## config.mk

```make
export PLATFORM = sky130hd
export DESIGN_NAME = ts_packet_aligner
export DESIGN_NICKNAME = d
export VERILOG_FILES = /design/src/rtl/ts_packet_aligner.sv
export SDC_FILE = /design/constraint.sdc
export NUM_CORES = 1
export LEC_CHECK = 0
export ABC_AREA = 0
export CAP_MARGIN = 40
export CELL_PAD_IN_SITES_DETAIL_PLACEMENT = 1
export CELL_PAD_IN_SITES_GLOBAL_PLACEMENT = 2
export CORE_AREA = 2 2 102 104
export CTS_BUF_LIST = sky130_fd_sc_hd__clkbuf_2
export CTS_CLUSTER_DIAMETER = 50
export CTS_CLUSTER_SIZE = 24
export DETAILED_ROUTE_END_ITERATION = 8
export DIE_AREA = 0 0 104 106
export PLACE_DENSITY_LB_ADDON = 0.05
export SLEW_MARGIN = 20
export SYNTH_ARGS = -nofsm -noshare
export SYNTH_HDL_FRONTEND = slang
export SYNTH_SLANG_ARGS = --single-unit
```

## constraint.sdc

```tcl
create_clock -name CLOCK -period 2.1 [get_ports CLOCK]
set_clock_uncertainty 0.1 [all_clocks]
set_input_delay 0.42 -clock CLOCK [delete_from_list [all_inputs] [get_ports CLOCK]]
set_output_delay 0.42 -clock CLOCK [all_outputs]
set_load 0.01 [all_outputs]
```

## src/rtl/ts_packet_aligner.sv

```systemverilog
// ts_packet_aligner
//   Locks onto the 0x47 sync byte of an MPEG transport stream and
//   re-emits the byte stream aligned to packet boundaries.
//
//   HUNT   : wait for a sync candidate.
//   VERIFY : require LOCK_COUNT candidates spaced PKT_LEN valid bytes apart.
//   LOCKED : forward every valid byte one cycle later and regenerate the
//            packet-start flag. Flywheel through up to UNLOCK_COUNT-1
//            consecutive missing syncs.
//
// Ports
//   CLOCK        in   TS byte clock, rising edge
//   RESET        in   asynchronous active-high reset
//   TS_VALID_IN  in   input byte valid
//   TS_SYNC_IN   in   input packet-start flag (ignored when USE_SYNC_PIN=0)
//   TS_DATA_IN   in   input byte [7:0]
//   TS_VALID_OUT out  aligned output byte valid
//   TS_SYNC_OUT  out  regenerated packet-start flag
//   TS_DATA_OUT  out  aligned output byte [7:0], holds when not valid
//   LOCKED       out  high while in LOCKED
//   PKT_COUNT    out  packets emitted [15:0], saturating
//   ERR_COUNT    out  sync misses while locked [15:0], saturating
module ts_packet_aligner #(
  parameter int unsigned PKT_LEN      = 188,
  parameter int unsigned LOCK_COUNT   = 3,
  parameter int unsigned UNLOCK_COUNT = 3,
  parameter int unsigned USE_SYNC_PIN = 1
) (
  input  logic        CLOCK,
  input  logic        RESET,
  input  logic        TS_VALID_IN,
  input  logic        TS_SYNC_IN,
  input  logic [7:0]  TS_DATA_IN,
  output logic        TS_VALID_OUT,
  output logic        TS_SYNC_OUT,
  output logic [7:0]  TS_DATA_OUT,
  output logic        LOCKED,
  output logic [15:0] PKT_COUNT,
  output logic [15:0] ERR_COUNT
);

  localparam logic [7:0] LAST_POS = 8'(PKT_LEN - 1);
  localparam logic [2:0] LOCK_N   = 3'(LOCK_COUNT);
  localparam logic [2:0] UNLOCK_N = 3'(UNLOCK_COUNT);
  localparam logic [7:0] SYNC_BYTE = 8'h47;

  typedef enum logic [1:0] {
    S_HUNT,
    S_VERIFY,
    S_LOCKED
  } state_t;

  state_t      state, state_n;
  logic [7:0]  pos, pos_n;
  logic [2:0]  good_cnt, good_cnt_n;
  logic [2:0]  miss_cnt, miss_cnt_n;

  logic        candidate;
  logic        at_zero;
  logic [7:0]  pos_inc;
  logic        emit;
  logic        emit_sync;
  logic        err_inc;

  always_comb begin
    candidate = TS_VALID_IN && (TS_DATA_IN == SYNC_BYTE) &&
                ((USE_SYNC_PIN == 0) || TS_SYNC_IN);
    at_zero   = (pos == '0);
    pos_inc   = (pos == LAST_POS) ? '0 : pos + 8'd1;
  end

  // Next-state and emit decisions. Everything is gated by TS_VALID_IN so
  // that invalid cycles leave state and counters untouched.
  always_comb begin
    state_n    = state;
    pos_n      = pos;
    good_cnt_n = good_cnt;
    miss_cnt_n = miss_cnt;
    emit       = 1'b0;
    emit_sync  = 1'b0;
    err_inc    = 1'b0;

    if (TS_VALID_IN) begin
      unique case (state)
        S_HUNT: begin
          if (candidate) begin
            // The candidate itself occupies position 0.
            pos_n      = 8'd1;
            good_cnt_n = 3'd1;
            if (LOCK_COUNT == 1) begin
              state_n    = S_LOCKED;
              miss_cnt_n = '0;
              emit       = 1'b1;
              emit_sync  = 1'b1;
            end else begin
              state_n = S_VERIFY;
            end
          end
        end

        S_VERIFY: begin
          if (at_zero) begin
            if (candidate) begin
              pos_n = pos_inc;
              if (good_cnt + 3'd1 >= LOCK_N) begin
                state_n    = S_LOCKED;
                good_cnt_n = '0;
                miss_cnt_n = '0;
                emit       = 1'b1;
                emit_sync  = 1'b1;
              end else begin
                good_cnt_n = good_cnt + 3'd1;
              end
            end else begin
              // The failing byte is consumed here; hunting resumes with
              // the following byte.
              state_n    = S_HUNT;
              pos_n      = '0;
              good_cnt_n = '0;
            end
          end else begin
            pos_n = pos_inc;
          end
        end

        S_LOCKED: begin
          if (at_zero) begin
            if (candidate) begin
              miss_cnt_n = '0;
              pos_n      = pos_inc;
              emit       = 1'b1;
              emit_sync  = 1'b1;
            end else begin
              err_inc = 1'b1;
              if (miss_cnt + 3'd1 >= UNLOCK_N) begin
                state_n    = S_HUNT;
                pos_n      = '0;
                miss_cnt_n = '0;
                good_cnt_n = '0;
              end else begin
                // Flywheel: trust the position counter for this packet.
                miss_cnt_n = miss_cnt + 3'd1;
                pos_n      = pos_inc;
                emit       = 1'b1;
                emit_sync  = 1'b1;
              end
            end
          end else begin
            pos_n = pos_inc;
            emit  = 1'b1;
          end
        end

        default: begin
          state_n    = S_HUNT;
          pos_n      = '0;
          good_cnt_n = '0;
          miss_cnt_n = '0;
        end
      endcase
    end
  end

  always_ff @(posedge CLOCK or posedge RESET) begin
    if (RESET) begin
      state    <= S_HUNT;
      pos      <= '0;
      good_cnt <= '0;
      miss_cnt <= '0;
    end else begin
      state    <= state_n;
      pos      <= pos_n;
      good_cnt <= good_cnt_n;
      miss_cnt <= miss_cnt_n;
    end
  end

  // Output stage: LOCKED is taken from the next state so it rises together
  // with the first emitted byte.
  always_ff @(posedge CLOCK or posedge RESET) begin
    if (RESET) begin
      TS_VALID_OUT <= 1'b0;
      TS_SYNC_OUT  <= 1'b0;
      TS_DATA_OUT  <= '0;
      LOCKED       <= 1'b0;
      PKT_COUNT    <= '0;
      ERR_COUNT    <= '0;
    end else begin
      TS_VALID_OUT <= emit;
      TS_SYNC_OUT  <= emit_sync;
      LOCKED       <= (state_n == S_LOCKED);
      if (emit) begin
        TS_DATA_OUT <= TS_DATA_IN;
      end
      if (emit_sync && (PKT_COUNT != '1)) begin
        PKT_COUNT <= PKT_COUNT + 16'd1;
      end
      if (err_inc && (ERR_COUNT != '1)) begin
        ERR_COUNT <= ERR_COUNT + 16'd1;
      end
    end
  end

endmodule
```

== Yosys cells after proc, flatten, opt, wreduce, memory -nomap -nowiden ==
Cells that the tools add are included.

* Add/sub/neg operators: 5
* Order comparisons: 2
* Equal/unequal tests: 14
* Mux-type cells: 47
* Bitwise logic cells: 1
* Reduce and logical (&&, ||, !) cells: 9

{| class="wikitable"
|+ Operator list
! kind !! number
|-
| $mux W8 || 7
|-
| $mux W3 || 13
|-
| $add A16 B1 Y16 const B || 2
|-
| $ne A16 B16 Y1 const B || 2
|-
| $pmux W8 S3 || 1
|-
| $pmux W3 S3 || 2
|-
| $mux W2 || 8
|-
| $ne A2 B2 Y1 const B || 7
|-
| $mux W1 || 13
|-
| $reduce_and A6 Y1 || 2
|-
| $add A8 B1 Y8 const B || 1
|-
| $eq A8 B7 Y1 const B || 1
|-
| $eq A8 B8 Y1 const B || 1
|-
| $logic_not A8 Y1 || 1
|-
| $add A3 B1 Y3 const B || 2
|-
| $ge A3 B2 Y1 const B || 2
|-
| $pmux W2 S3 || 1
|-
| $eq A2 B2 Y1 const B || 2
|-
| $logic_and A1 B1 Y1 || 4
|-
| $pmux W1 S2 || 2
|-
| $eq A2 B1 Y1 const B || 1
|-
| $logic_not A2 Y1 || 1
|-
| $reduce_and A2 Y1 || 1
|-
| $not A1 Y1 || 1
|}

* Register bits: 59

== Logic depth before layout (Yosys ltp) ==
* Depth in word-level cells: 8
* Gate-level depth with buffers: 9

== Worst setup path after synthesis ==
OpenSTA, ideal clock, no wires.

* Path type: register to register
* Start: register miss_cnt[0]
* End: register PKT_COUNT[3]
* Setup time: 0.127 ns
* Arrival: 2.018 ns
* Slack: -0.145 ns
* Cell stages (with the launch flop): 9
* Cells stage by stage: dfrtp_1 inv_1 ha_1 nor2_1 nor3_1 o21ba_2 nor2_1 or4_4 xnor2_2

* Cells in the longest elaborated chain, start to end: 8

{| class="wikitable"
|+ RTL lines
! what !! line !! RTL
|-
| from (decl) || 56 || <nowiki>logic [2:0] miss_cnt, miss_cnt_n;</nowiki>
|-
| from (signal assigned) || 174 || <nowiki>miss_cnt <= miss_cnt_n;</nowiki>
|-
| $add A3 B1 Y3 || 135 || <nowiki>if (miss_cnt + 3'd1 >= UNLOCK_N) begin</nowiki>
|-
| $ge A3 B2 Y1 || 135 ||
|-
| $mux W1 || 135 ||
|-
| $mux W1 || 128 || <nowiki>if (candidate) begin</nowiki>
|-
| $mux W1 || 127 || <nowiki>if (at_zero) begin</nowiki>
|-
| $pmux W1 S2 || 84 || <nowiki>unique case (state)</nowiki>
|-
| $mux W1 || 83 || <nowiki>if (TS_VALID_IN) begin</nowiki>
|-
| $logic_and A1 B1 Y1 || 195 || <nowiki>if (emit_sync && (PKT_COUNT != '1)) begin</nowiki>
|-
| to (signal assigned) || 196 || <nowiki>PKT_COUNT <= PKT_COUNT + 16'd1;</nowiki>
|-
| to (decl) || 38 || <nowiki>output logic [15:0] PKT_COUNT,</nowiki>
|}

Every way passes these cells.
A chain may end at the register's enable or synchronous reset.

== Worst setup path in the final report ==
* Start: register pos[3]
* End: register PKT_COUNT[3]

* Cells in the longest elaborated chain, start to end: 5
* Elaborated cells on any way between the ends: 6

{| class="wikitable"
|+ RTL lines
! what !! line !! RTL
|-
| from (decl) || 54 || <nowiki>logic [7:0] pos, pos_n;</nowiki>
|-
| from (signal assigned) || 172 || <nowiki>pos <= pos_n;</nowiki>
|-
| $logic_not A8 Y1 * || 68 || <nowiki>at_zero = (pos == '0);</nowiki>
|-
| $mux W1 (on tied branches) || 127, 102 ||
|-
| $pmux W1 S2 * || 84 ||
|-
| $mux W1 * || 83 ||
|-
| $logic_and A1 B1 Y1 * || 195 ||
|}

Mark *: on every way between the ends. The rest lies on a longest branch, timed or not.

==> run metrics <==
die area=about 11000 um2; Finished Layout Cells=roughly 560; antenna cell count=0; number of synthesis warnings=0; sequential area share after synthesis=0.479; number of fill cells=roughly 1100; DRC=0; Main synth FF type=dfrtp_1; reg2reg setup slack=-140 ps; Crit. End Element=flip-flop; Reg2Reg Depth=7; area grow syn2layout=60.0%; htree depth=3; Routed WL=between 8000 and 9000 um; PwrDens=455 nW/um2; Starting Density=0.308; vias in the first global route=slightly above 3000; CTS tree=built; gr ovfl total=0; fin. max-slew vios=0; CTS max path bufs=2; final worst slack=-140 ps; status=finished with violations; layout cells sized above 1=0.413; failing checks=negative setup slack; area occupied by multi-input gates=between 1500 and 2000 um2; #FFs+latches synth=59; CTS Root Cell=clkbuf_2; Distinct cells, synth=55; RSZ-0062 raised after global routing=yes; DP Cell Count=between 500 and 600; reg2reg start=pos[3]; top cell type's share of synthesized area=0.479; Final Hold Fails=0; largest net degree at the start of global routing=60; Post-synth top cells=dfrtp_1 (59), nand2_1 (19), nor2_1 (18), xnor2_1 (18), nand3_1 (17); crit path max fanout=5; vias per cell=4.81; CP Class=reg2reg; peak supply drop=~0.22 mV; TritonRoute pass-1 iters=4; Port-buffer cells=54; I/O pins=55; post-synthesis average cell area=11.0 um2; RR Endpoint=PKT_COUNT[3]; CTS Hold Bufs=0; Worst-Margin Slew=about 620 ps; Net Count, Synth=between 300 and 400; most numerous cell in the Yosys netlist=dfrtp_1; total CTS buffers=9; MaxCap Viol Count=0; Clock transition at path regs=approximately 180 ps; # rows=37; crit path DAT=roughly 2500 ps; worst slack, placed=-776 ps; Synth Instances=roughly 280; Hold WC Path Type=in2async; ANT nets after route=0; global-route wire length before repair=between 10000 and 15000 um; Die X=roughly 100 um; via count=about 2700; Post-synth ARST share=1.00; startpoint types=flip-flop; RD Place Congestion=about 0.76; top post-synthesis cells by area=dfrtp_1 (48%), xnor2_1 (5.1%), ha_1 (4.9%); Leak=2.50 nW; Slew headroom=0.583; f_max=between 400 and 500 MHz; Nets=around 450; Post-synth EDFFs=0; Netlist Area Pre-Place=3080 um2; chip height=106 um; minimum clock period=roughly 2200 ps; leading area contributor after synthesis=dfrtp_1; Iter 0 DRT Violations=79; fin crit share=1.07; Core Region=10000 um2; initial antenna violation count=0; drt wl/cell=15.3 um; Total GRT Usage=0.165; Clock Latency Late Sink=between 400 and 500 ps; Final setup violation count=33; CP required=between 2000 and 2500 ps; TritonCTS Sinks=around 60; Register Area=roughly 1500 um2; dpl hpwl=around 6000 um
[through the flow]
step           instance area (um2)  power [mW]  hold slack [ps]  TNS, ps   util
2_1_floorplan                 3110        1.38              374     -647      -
3_3_place_gp                  4320        1.57              380   -30870  0.432
3_5_place_dp                  4320        1.58              387   -34470  0.432
4_1_cts                       4700        2.21              182    -1950  0.470
5_1_grt                       4930        2.39              182    -7150  0.493
6_report                      4930        2.24              187    -2180  0.493
[area by class of cell]
cell class	instances	share of cell area
Timing Repair Buffer	135	0.254
Inverter	11	0.00838
Multi-Input combinational cell	207	0.389
Sequential cell	59	0.301
Tap cell	136	0.0345
Clock inverter	5	0.00457
Clock buffer	9	0.00914
[sequential cells by signal (all words and copies together) (netlist names)]
signal	flops
TS_VALID_OUT	1
ERR_COUNT	16
good_cnt	3
TS_SYNC_OUT	1
miss_cnt	3
pos	8
TS_DATA_OUT	8
state	2
PKT_COUNT	16
LOCKED	1
[report_power, final]
group	leakage [nW]	switching (mW)	total, mW	internal, mW
clock	0.0438	0.423	0.551	0.128
sequential	0.805	0.0232	1.18	1.16
combinational	1.65	0.263	0.510	0.247
total	2.50	0.709	2.24	1.53
[worst max path at each step]
stage,from,end,slack (ps),depth (start not counted)
after floorplan,pos[7],PKT_COUNT[3],-90,6
after global placement,TS_DATA_IN[5],PKT_COUNT[3],-690,7
after detailed placement,TS_DATA_IN[5],PKT_COUNT[3],-780,7
after CTS,pos[3],PKT_COUNT[3],-130,8
after global routing,pos[3],ERR_COUNT[14],-230,8
final,pos[3],PKT_COUNT[3],-140,7
[layer usage]
| metal | GRT usage | wire length, um |
|---|---|---|
| met1 | 0.209 | 4010 |
| met2 | 0.279 | 4140 |
| met3 | 0.0343 | 297 |
| met4 | 0.0627 | 146 |
| met5 | 0 | 0 |
[logic make-up (layout without fill, tap and decap cells)]
family,Yosys count,count (layout),share of synthesized area
simple gates,117,118,0.234
fa+ha+maj,12,12,0.0487
compound gates,35,35,0.0881
flops,59,59,0.479
xor+xnor,32,32,0.0934
mux,10,10,0.0378
buf+inv,14,160,0.0183
[cell usage in the layout (no fill, tap or decap), types with 7 or more instances in the layout]
cell type	n
buf_4	68
buf_6	11
clkbuf_2	9
clkdlybuf4s50_1	34
dfrtp_1	53
dlymetal6s2s_1	16
inv_1	8
nand2_1	16
nand3_1	11
nand4_1	13
nor2_1	9
nor2_4	11
o21ai_1	7
xnor2_1	16
xor2_1	11
[critical path, cell delays in order, from the launching register on]
cell and delay, ps:
dfrtp_1 440, nor4_4 270, buf_4 190, nand3_4 140
nor4_4 280, nor2_2 100, or4_4 500, xnor2_2 140
[what timing repair did]
| item | CTS | global route |
|---|---|---|
| resized for setup | 64 | 48 |
| gates cloned | 1 | 0 |
| buffers inserted | 11 | 7 |
| setup endpoints to repair | 51 | 76 |
| pin swaps | 46 | 28 |
Note: power is estimated with default switching activity, not from simulation.
